--- src/rtl/udma_hyper_ch_sched.sv ---
// Round-robin burst scheduler that shares one hyperbus PHY command path between NB_CH channels.
// Each request is split into bursts of at most BURST_BYTES and arbitration repeats after every burst.
module udma_hyper_ch_sched #(
    parameter int unsigned NB_CH       = 8,
    parameter int unsigned TRANS_SIZE  = 16,
    parameter int unsigned BURST_BYTES = 512
) (
    input  logic                                sys_clk_i,
    input  logic                                rst_i,
    input  logic [NB_CH-1:0]                    ch_req_i,
    output logic [NB_CH-1:0]                    ch_ack_o,
    input  logic [NB_CH-1:0][31:0]              ch_addr_i,
    input  logic [NB_CH-1:0][TRANS_SIZE-1:0]    ch_len_i,
    input  logic [NB_CH-1:0]                    ch_rw_i,
    input  logic [NB_CH-1:0]                    ch_clr_i,
    output logic                                trans_valid_o,
    input  logic                                trans_ready_i,
    output logic [31:0]                         trans_addr_o,
    output logic [TRANS_SIZE-1:0]               trans_len_o,
    output logic                                trans_rw_o,
    output logic [$clog2(NB_CH)-1:0]            trans_id_o,
    input  logic                                trans_done_i,
    output logic [NB_CH-1:0]                    evt_eot_o,
    output logic                                busy_o
);

    localparam int unsigned IdW = $clog2(NB_CH);
    localparam logic [TRANS_SIZE-1:0] BurstLen = TRANS_SIZE'(BURST_BYTES);

    typedef enum logic [1:0] {StIdle, StIssue, StWait} state_e;

    state_e                           state_q, state_d;
    logic [NB_CH-1:0]                 active_q, active_d;
    logic [NB_CH-1:0]                 abort_q, abort_d;
    logic [NB_CH-1:0]                 rw_q, rw_d;
    logic [NB_CH-1:0]                 eot_q, eot_d;
    logic [NB_CH-1:0][31:0]           addr_q, addr_d;
    logic [NB_CH-1:0][TRANS_SIZE-1:0] left_q, left_d;
    logic [IdW-1:0]                   rr_q, rr_d, id_q, id_d, sel_id;
    logic [TRANS_SIZE-1:0]            chunk_q, chunk_d, left_rem;
    logic                             sel_found;
    logic                             busy_q;

    // A channel is captured only while its context is free; clear wins over request.
    always_comb begin
        ch_ack_o = ch_req_i & ~active_q & ~ch_clr_i & {NB_CH{~rst_i}};
    end

    // First active channel at or above the round-robin pointer, wrapping around.
    always_comb begin
        int unsigned idx;
        idx       = 0;
        sel_found = 1'b0;
        sel_id    = '0;
        for (int unsigned i = 0; i < NB_CH; i++) begin
            idx = (32'(rr_q) + i) % NB_CH;
            if (!sel_found && active_q[idx] && !ch_clr_i[idx]) begin
                sel_found = 1'b1;
                sel_id    = IdW'(idx);
            end
        end
    end

    always_comb begin
        state_d  = state_q;
        active_d = active_q;
        abort_d  = abort_q;
        rw_d     = rw_q;
        addr_d   = addr_q;
        left_d   = left_q;
        rr_d     = rr_q;
        id_d     = id_q;
        chunk_d  = chunk_q;
        eot_d    = '0;
        left_rem = left_q[id_q] - chunk_q;

        for (int c = 0; c < NB_CH; c++) begin
            if (ch_ack_o[c]) begin
                addr_d[c]   = ch_addr_i[c];
                left_d[c]   = ch_len_i[c];
                rw_d[c]     = ch_rw_i[c];
                active_d[c] = |ch_len_i[c];
                abort_d[c]  = 1'b0;
                eot_d[c]    = ~|ch_len_i[c];
            end else if (ch_clr_i[c]) begin
                // The in-flight burst cannot be retracted, so defer the clear to its done.
                if (state_q != StIdle && id_q == IdW'(c)) begin
                    abort_d[c] = 1'b1;
                end else begin
                    active_d[c] = 1'b0;
                    abort_d[c]  = 1'b0;
                end
            end
        end

        unique case (state_q)
            StIdle: begin
                if (sel_found) begin
                    id_d    = sel_id;
                    chunk_d = (left_q[sel_id] > BurstLen) ? BurstLen : left_q[sel_id];
                    state_d = StIssue;
                end
            end
            StIssue: begin
                if (trans_ready_i) begin
                    state_d = StWait;
                end
            end
            StWait: begin
                if (trans_done_i) begin
                    addr_d[id_q] = addr_q[id_q] + 32'(chunk_q);
                    left_d[id_q] = left_rem;
                    rr_d         = (id_q == IdW'(NB_CH - 1)) ? '0 : id_q + IdW'(1);
                    state_d      = StIdle;
                    if (abort_q[id_q] || ch_clr_i[id_q]) begin
                        active_d[id_q] = 1'b0;
                        abort_d[id_q]  = 1'b0;
                    end else if (left_rem == '0) begin
                        active_d[id_q] = 1'b0;
                        eot_d[id_q]    = 1'b1;
                    end
                end
            end
            default: state_d = StIdle;
        endcase
    end

    always_ff @(posedge sys_clk_i) begin
        if (rst_i) begin
            state_q  <= StIdle;
            active_q <= '0;
            abort_q  <= '0;
            rw_q     <= '0;
            addr_q   <= '0;
            left_q   <= '0;
            rr_q     <= '0;
            id_q     <= '0;
            chunk_q  <= '0;
            eot_q    <= '0;
            busy_q   <= 1'b0;
        end else begin
            state_q  <= state_d;
            active_q <= active_d;
            abort_q  <= abort_d;
            rw_q     <= rw_d;
            addr_q   <= addr_d;
            left_q   <= left_d;
            rr_q     <= rr_d;
            id_q     <= id_d;
            chunk_q  <= chunk_d;
            eot_q    <= eot_d;
            busy_q   <= (|active_d) || (state_d != StIdle);
        end
    end

    assign trans_valid_o = (state_q == StIssue);
    assign trans_addr_o  = addr_q[id_q];
    assign trans_len_o   = chunk_q;
    assign trans_rw_o    = rw_q[id_q];
    assign trans_id_o    = id_q;
    assign evt_eot_o     = eot_q;
    assign busy_o        = busy_q;

endmodule

--- config.mk ---
export PLATFORM = sky130hd
export DESIGN_NAME = udma_hyper_ch_sched
export DESIGN_NICKNAME = d
export VERILOG_FILES = /design/src/rtl/udma_hyper_ch_sched.sv
export SDC_FILE = /design/constraint.sdc
export NUM_CORES = 1
export LEC_CHECK = 0
export BUFFER_PORTS_ARGS = -buffer_cell sky130_fd_sc_hd__buf_2
export CAP_MARGIN = 20
export CORE_AREA = 2 2 259 261
export DETAILED_ROUTE_END_ITERATION = 10
export DIE_AREA = 0 0 261 263
export SYNTH_ARGS = -nofsm -noshare
export SYNTH_HDL_FRONTEND = slang
export SYNTH_SLANG_ARGS = --single-unit
--- constraint.sdc ---
create_clock -name sys_clk_i -period 6.05 [get_ports sys_clk_i]
set_input_delay 0.9075 -clock sys_clk_i [delete_from_list [all_inputs] [get_ports sys_clk_i]]
set_output_delay 0.9075 -clock sys_clk_i [all_outputs]
set_load 0.02 [all_outputs]
==> reports/results.tsv, run 1 <==
stage	metric	value	unit
clock_network	cts_htree_levels	2	
placement	place_area	29400	um^2
critical_path	cp_top_family	simple AND/OR/NAND/NOR gates	
timing	slew_violations	0	
power	seq_power_share	36.7	%
timing	rsz0062_at_grt	false	
placement	io_buffer_count	481	
clock_network	cts_tree	yes	
timing	report.final.setup_viol	0	
cells_and_area	drive_gt1_share	24.8	%
floorplanning	top_level_ports	482	
logic_synthesis	synth-seq-cells	441	
floorplanning	num_rows	94	
placement	dp_hpwl	86500	um
floorplanning	die_w	261	um
floorplanning	start_util	39.8	%
cells_and_area	fin_area	31200	um^2
floorplanning	coreArea	65600	um^2
grt	grt_pass1_vias	25300	
power	p_int	0.00569	W
floorplanning	dieArea	68600	um^2
logic_synthesis	ys_types	94	
critical_path	required	6490	ps
cells_and_area	area_growth_syn_to_layout	19.3	%
clock_network	cts_resized	0	
drt	drtPass1Iterations	5	
logic_synthesis	async_flop_share	0	%
drt	drc	0	
logic_synthesis	synth_edf_count	0	
timing	fin_crit	5490	ps
grt	grt_antenna_before_repair	14	
power	p_switching	0.00294	W
drt	num_vias	26200	
grt	grt_use_total	34.2	%
timing	tightest_slew	1180	ps
critical_path	worstSetupPathType	flop to flop	
timing	finalHoldViolations	0	
clock_network	cts_buffer_depth	3	
clock_network	cts-root-buf	clkbuf_16	
power	clkPwrFrac	38.2	%
critical_path	cpPeakStageDelay	790	ps
cells_and_area	nets	3704	
power	power.density	277	nW/um^2
logic_synthesis	synthCells	2895	
clock_network	clock_latency	620	ps
clock_network	cts_setup_buffers	0	
critical_path	slowest_stage	nor3b_2	
drt	viasPerCell	6.28	
power	ir_drop	0.000205	V
logic_synthesis	syn_avg_cell_area	9.03	um^2
cells_and_area	fillCellCount	6376	
critical_path	cp_cell_sequence	nor3b_2, a221oi_1, fa_1, nor2b_4, o31ai_4, a2111oi_0, nor2_1, and3_1, or4_4, nor4_4, a31oi_2, o21ai_0, and4_1, a41oi_1	
timing	max_freq	182	MHz
power	leakagePower	11.9	nW
logic_synthesis	synth_fp_nets	3348	
timing	timing.final.crit_share	90.8	%
critical_path	cp.buffers_inverters	0	
clock_network	numCtsBuffers	52	
grt	grt_overflow	0	
logic_synthesis	seq_area_frac_synth	33.8	%
drt	wirelength	121000	um
drt	ant_nets	0	
critical_path	cp-start-kind	flop	
logic_synthesis	synthFlopType	dfxtp_1	
grt	grt_max_degree	136	
job	drv_cap	0	
placement	gp_congestion	1.01	
clock_network	postCtsHoldBufs	0	
power	sw_frac_of_total	34.1	%
logic_synthesis	synth_area	26200	um^2
logic_synthesis	yosysWarningCount	0	
drt	drtIter0Drc	2620	
clock_network	cts_sinks	441	
critical_path	arrival	5940	ps
clock_network	clkTransAtPathRegs	60	ps
timing	fin_worst_skew	26.4	ps
floorplanning	die_h	263	um
critical_path	path_max_fanout	34	
drt	wl_per_cell	29.0	um
power	fin_total_pwr	0.00863	W
timing	fin_setup_tns	0	ps
hold_path	hp-class	flop to flop	
power	combPwrFrac	25.2	%
critical_path	worstSetupEndpointType	flop	
status	status	complete, no violations	
grt	grt_pass1_wl	175000	um
timing	relSlewSlack	21.3	%
==> worst paths after layout <==
| path | startpoint | end | slack, ps | depth (start not counted) |
|---|---|---|---|---|
| setup / recovery | trans_id_o[0]$_SDFFE_PP0P_ | busy_o$_SDFF_PP0_ | 560 | 14 |
| hold reg to reg | rw_q[3]$_SDFFE_PP0P_ | rw_q[3]$_SDFFE_PP0P_ | 470 | 2 |
| setup reg to reg | trans_id_o[0]$_SDFFE_PP0P_ | busy_o$_SDFF_PP0_ | 560 | 14 |
| hold / removal | rw_q[3]$_SDFFE_PP0P_ | rw_q[3]$_SDFFE_PP0P_ | 470 | 2 |
==> cells in the mapped netlist, drive strengths merged (5+ instances only) <==
cell type,number,area [um^2]
nand3,32,160
nand4,10,62.6
mux2i,275,2820
a21o,8,60.1
and2,18,113
inv,38,150
nand3b,7,52.6
xor2,13,114
nor3b,6,50.1
mux4,75,1690
xnor2,29,277
o31ai,6,72.6
o211ai,13,103
a32o,5,50.1
nor2b,200,1260
nor4,48,322
a211oi,582,4380
a311oi,5,43.8
nor2,320,1220
o21ai,40,200
o21a,8,61.3
clkbuf,217,816
or4,10,78.8
mux2,18,210
buf,41,240
a221oi,14,123
a31oi,7,50.1
a22oi,15,126
nor4b,9,78.8
a21oi,75,379
nand2b,21,139
nand2,154,581
or2,7,43.8
dfxtp,441,8830
and3,9,56.3
ha,39,488
nor3,32,183
==> cells in the final DEF (no fill, tap or decap), types with 23 or more instances in the layout <==
cell type	synthesis	layout
xnor2_1	26	23
nor3_1	30	27
nand3_1	32	28
o21ai_0	33	33
ha_1	39	39
buf_2	15	481
clkbuf_16	0	53
dfxtp_1	441	438
a21oi_1	74	74
mux2i_1	268	268
inv_1	35	35
nor2b_1	199	199
nand2_1	153	149
nor2_1	316	316
mux4_2	74	74
buf_4	4	74
nor4_1	46	45
a211oi_1	579	579
==> flip-flops by register name, indices dropped and copies added (netlist names) <==
| signal | flops |
|---|---|
| abort_q | 8 |
| active_q | 8 |
| addr_q | 256 |
| busy_o | 1 |
| evt_eot_o | 8 |
| left_q | 128 |
| rr_q | 3 |
| rw_q | 8 |
| state_q | 2 |
| trans_id_o | 3 |
| trans_len_o | 16 |
==> layer usage <==
metal | GRT usage [%] | share of wire [%] | vias up
met5 | 0 | 0.059 | -
met4 | 14.5 | 4.9 | 10
met2 | 55.0 | 46 | 1377
met1 | 44.0 | 40 | 12800
met3 | 7.37 | 8.9 | 288
li1 | - | - | 11600
==> power groups by stage <==
stage	sequential [W]	combinational (W)	clock (W)
6_report	0.00317	0.00217	0.00329
5_1_grt	0.00317	0.00226	0.00342
4_1_cts	0.00316	0.00212	0.00331
3_5_place_dp	0.00322	0.00211	0
3_3_place_gp	0.00322	0.00209	0
2_1_floorplan	0.00314	0.00118	0
==> stage by stage <==
stage                     setup slack, ps  instances  util (%)  hold slack, ps
after floorplan                      31.6       2895         -             446
after global placement                777       4059      44.8             461
after detailed placement              675       4061      44.8             465
after CTS                             653       4156      47.5             475
after global routing                  207       4164      47.5             499
final                                 559       4165      47.5             474
==> cell families (layout without fill, tap and decap cells) <==
kind of cell / after synthesis / in the layout / share of synthesized area (%)
xor gates and xnor gates: 42 / 42 / 1.49
muxes: 368 / 368 / 18.1
AOI/OAI and AO/OA: 812 / 812 / 22.9
other: 0 / 9 / 0
and+or+nand+nor: 894 / 894 / 17.2
DFF: 441 / 441 / 33.8
adders and majority gates: 41 / 41 / 2.02
buffers and inverters: 297 / 694 / 4.63
==> area by class of cell <==
class	count	area [um^2]	share of cell area, %
antenna	9	22.5	0.0722
clock buffer	73	1490	4.78
clock inverter	22	282	0.902
inverter	39	154	0.493
multi-input combinational	2157	16300	52.1
sequential	441	8840	28.3
tap	864	1080	3.46
timing repair buffer	560	3070	9.82
==> worst min-delay path: cells and delay by family, from the launching register on <==
family          cells  cell delay (ps)
flops               1              310
compound gates      1               60
simple gates        1               60
Note: power is estimated with default switching activity, not from simulation.
==> inputs of run 2 (changes only) <==
ABC_AREA = 1   (was unset)
CORE_AREA = 2 2 265 267   (was 2 2 259 261)
DIE_AREA = 0 0 267 269   (was 0 0 261 263)
==> run 2 against run 1 <==
Global-route usage increased by 4.0 points. Routed wire length rose by 17%. Clock skew shrank 5.2 ps. Clock power increased by 3%. Largest power group is now combinational logic. Flip-flop and latch count unchanged. Total power up 36%. Final cell count is 37% higher. Area after synthesis up 4.3%. Core utilization fell by 0.97 points. Count of clock-buffer cells in the layout is 9 higher. Die area up 4.6%.
==> reports/results.tsv, run 2 <==
stage	metric	value	unit
critical_path	worstSetupPathType	flop to flop	
logic_synthesis	synthCells	4384	
power	power.density	363	nW/um^2
floorplanning	coreArea	69300	um^2
power	sw_frac_of_total	45.3	%
logic_synthesis	seq_area_frac_synth	32.4	%
clock_network	cts_resized	0	
critical_path	r2r_slack	410	ps
critical_path	cp-start-kind	flop	
power	p_int	0.00641	W
clock_network	cts_setup_buffers	0	
critical_path	r2r_cells	30	
clock_network	cts_htree_levels	2	
critical_path	arrival	6160	ps
logic_synthesis	synth_top_area_share	32.4	%
cells_and_area	drive_gt1_share	15.4	%
logic_synthesis	synth_edf_count	0	
drt	ant_nets	0	
power	leakagePower	16.2	nW
timing	fin_crit	5640	ps
logic_synthesis	syn_avg_cell_area	6.22	um^2
timing	slew_violations	0	
grt	grt_use_total	38.1	%
floorplanning	num_rows	97	
clock_network	cts_sinks	441	
cells_and_area	top_register	addr_q	
logic_synthesis	synth-seq-cells	441	
floorplanning	die_h	269	um
logic_synthesis	synth_fp_nets	4837	
critical_path	cp.buffers_inverters	4	
clock_network	clkTransAtPathRegs	60	ps
floorplanning	start_util	39.4	%
logic_synthesis	synth_area	27300	um^2
timing	rsz0062_at_grt	false	
cells_and_area	final_common_cell	nand2_1	
critical_path	r2r-start	trans_id_o[2]$_SDFFE_PP0P_	
cells_and_area	area_growth_syn_to_layout	18.3	%
logic_synthesis	synth_area_leader_cell	dfxtp_1	
critical_path	worstSetupEndpointType	flop	
cells_and_area	regArea	8830	um^2
drt	wirelength	141000	um
cells_and_area	largest_reg_flops	256	
grt	grt_max_degree	97	
hold_path	min_to	rw_q[5]$_SDFFE_PP0P_	
grt	grt_antenna_before_repair	4	
timing	tightest_slew	1260	ps
drt	drc	0	
grt	grt_overflow	0	
timing	relSlewSlack	15.5	%
critical_path	cp_top_family	simple AND/OR/NAND/NOR gates	
critical_path	path_max_fanout	37	
floorplanning	top_level_ports	482	
critical_path	cp_common_cell	nand2_1	
drt	drtIter0Drc	4313	
timing	finalHoldViolations	0	
placement	place_area	30500	um^2
cells_and_area	fin_area	32300	um^2
clock_network	cts_tree	yes	
logic_synthesis	synth_common_cells	1211 x nand2_1, 538 x nand3_1, 526 x inv_1, 441 x dfxtp_1, 357 x o21ai_0	
power	clkPwrFrac	28.8	%
logic_synthesis	yosysWarningCount	0	
logic_synthesis	synth.area.top_cells	dfxtp_1 32%, nand2_1 17%, nand3_1 9.9%	
power	ir_drop	0.000295	V
logic_synthesis	async_flop_share	0	%
critical_path	slowest_stage	dfxtp_1	
clock_network	clock_latency	640	ps
timing	timing.final.crit_share	93.3	%
clock_network	numCtsBuffers	52	
critical_path	r2r_end	busy_o$_SDFF_PP0_	
drt	num_vias	33100	
floorplanning	die_w	267	um
logic_synthesis	ys_types	58	
critical_path	cpPeakStageDelay	560	ps
hold_path	whs_path_depth	3	
clock_network	postCtsHoldBufs	0	
placement	io_buffer_count	481	
clock_network	cts-root-buf	clkbuf_16	
cells_and_area	layout_common_cells	1207 x nand2_1, 538 x nand3_1, 523 x inv_1, 481 x buf_2, 440 x dfxtp_1	
grt	grt_pass1_vias	30300	
cells_and_area	multi_input_area	15200	um^2
logic_synthesis	synth.most_common_cell	nand2_1	
critical_path	required	6570	ps
drt	viasPerCell	5.81	
timing	fin_worst_skew	21.2	ps
logic_synthesis	synthFlopType	dfxtp_1	
power	p_switching	0.00532	W
drt	wl_per_cell	24.8	um
status	status	complete, no violations	
cells_and_area	nets	5170	
grt	grt_pass1_wl	202000	um
power	combPwrFrac	44.0	%
timing	max_freq	177	MHz
drt	drtPass1Iterations	7	
hold_path	hold_start	ch_rw_i[5]	
cells_and_area	fillCellCount	7387	
job	drv_cap	0	
hold_path	hp-class	primary input to flop	
power	seq_power_share	27.2	%
timing	report.final.setup_viol	0	
clock_network	cts_buffer_depth	3	
timing	fin_setup_tns	0	ps
placement	gp_congestion	0.987	
floorplanning	dieArea	71800	um^2
placement	dp_hpwl	99400	um
## run 2: layer usage
metal,up-vias,global-route usage [%],part of all wire (%)
met5,-,0,0.026
met4,6,23.7,7.0
met3,492,7.99,12
met2,2296,58.3,43
met1,15300,49.1,38
li1,15100,-,-
## run 2: cell type report
cell class | instances | area share (%)
clock buffers | 82 | 4.78
clock inverters | 15 | 0.733
inverters | 552 | 6.46
diodes | 2 | 0.0155
flip-flops and latches | 441 | 27.4
well taps | 940 | 3.64
repair buffers | 574 | 9.80
multi-input cells | 3096 | 47.2
## run 2: how the worst max path moves through the flow
stage | cells after the start | endpoint | slack, ps | from
after floorplan | 32 | addr_q[127]$_SDFF_PP0_ | 440 | trans_id_o[0]$_SDFFE_PP0P_
after global placement | 25 | addr_q[31]$_SDFF_PP0_ | 820 | trans_id_o[0]$_SDFFE_PP0P_
after detailed placement | 30 | busy_o$_SDFF_PP0_ | 710 | trans_id_o[2]$_SDFFE_PP0P_
after CTS | 30 | busy_o$_SDFF_PP0_ | 680 | trans_id_o[2]$_SDFFE_PP0P_
after global routing | 25 | addr_q[127]$_SDFF_PP0_ | 60 | trans_id_o[0]$_SDFFE_PP0P_
final | 30 | busy_o$_SDFF_PP0_ | 410 | trans_id_o[2]$_SDFFE_PP0P_
## run 2: cells by family after synthesis
family,share of synthesized area [%]
DFF,32.4
AOI/OAI and AO/OA,19.0
adders and majority gates,1.94
xor gates and xnor gates,1.37
buffers and inverters,12.0
and+or+nand+nor,33.4
## run 2: metrics by stage
step                      hold slack (ps)  setup slack, ps  cells  total power, W  utilization (%)
after global placement                445              815   5602         0.00817             44.0
after CTS                             454              677   5700          0.0115             46.6
final                                 463              407   5702          0.0117             46.6
after global routing                  476             59.9   5700          0.0121             46.6
after floorplan                       425              436   4384         0.00605                -
after detailed placement              453              706   5603         0.00819             44.0
## run 2: tightest hold or removal path: stages
cell and delay [ps]:
buf_2 70, nand2_1 40, nand2_1 50
## run 2: power by group through the flow
stage / sequential (W) / combinational (W) / clock, W
2_1_floorplan: 0.00319 / 0.00286 / 0
3_3_place_gp: 0.00324 / 0.00492 / 0
3_5_place_dp: 0.00325 / 0.00494 / 0
4_1_cts: 0.00318 / 0.00496 / 0.00336
5_1_grt: 0.00320 / 0.00540 / 0.00349
6_report: 0.00319 / 0.00516 / 0.00338
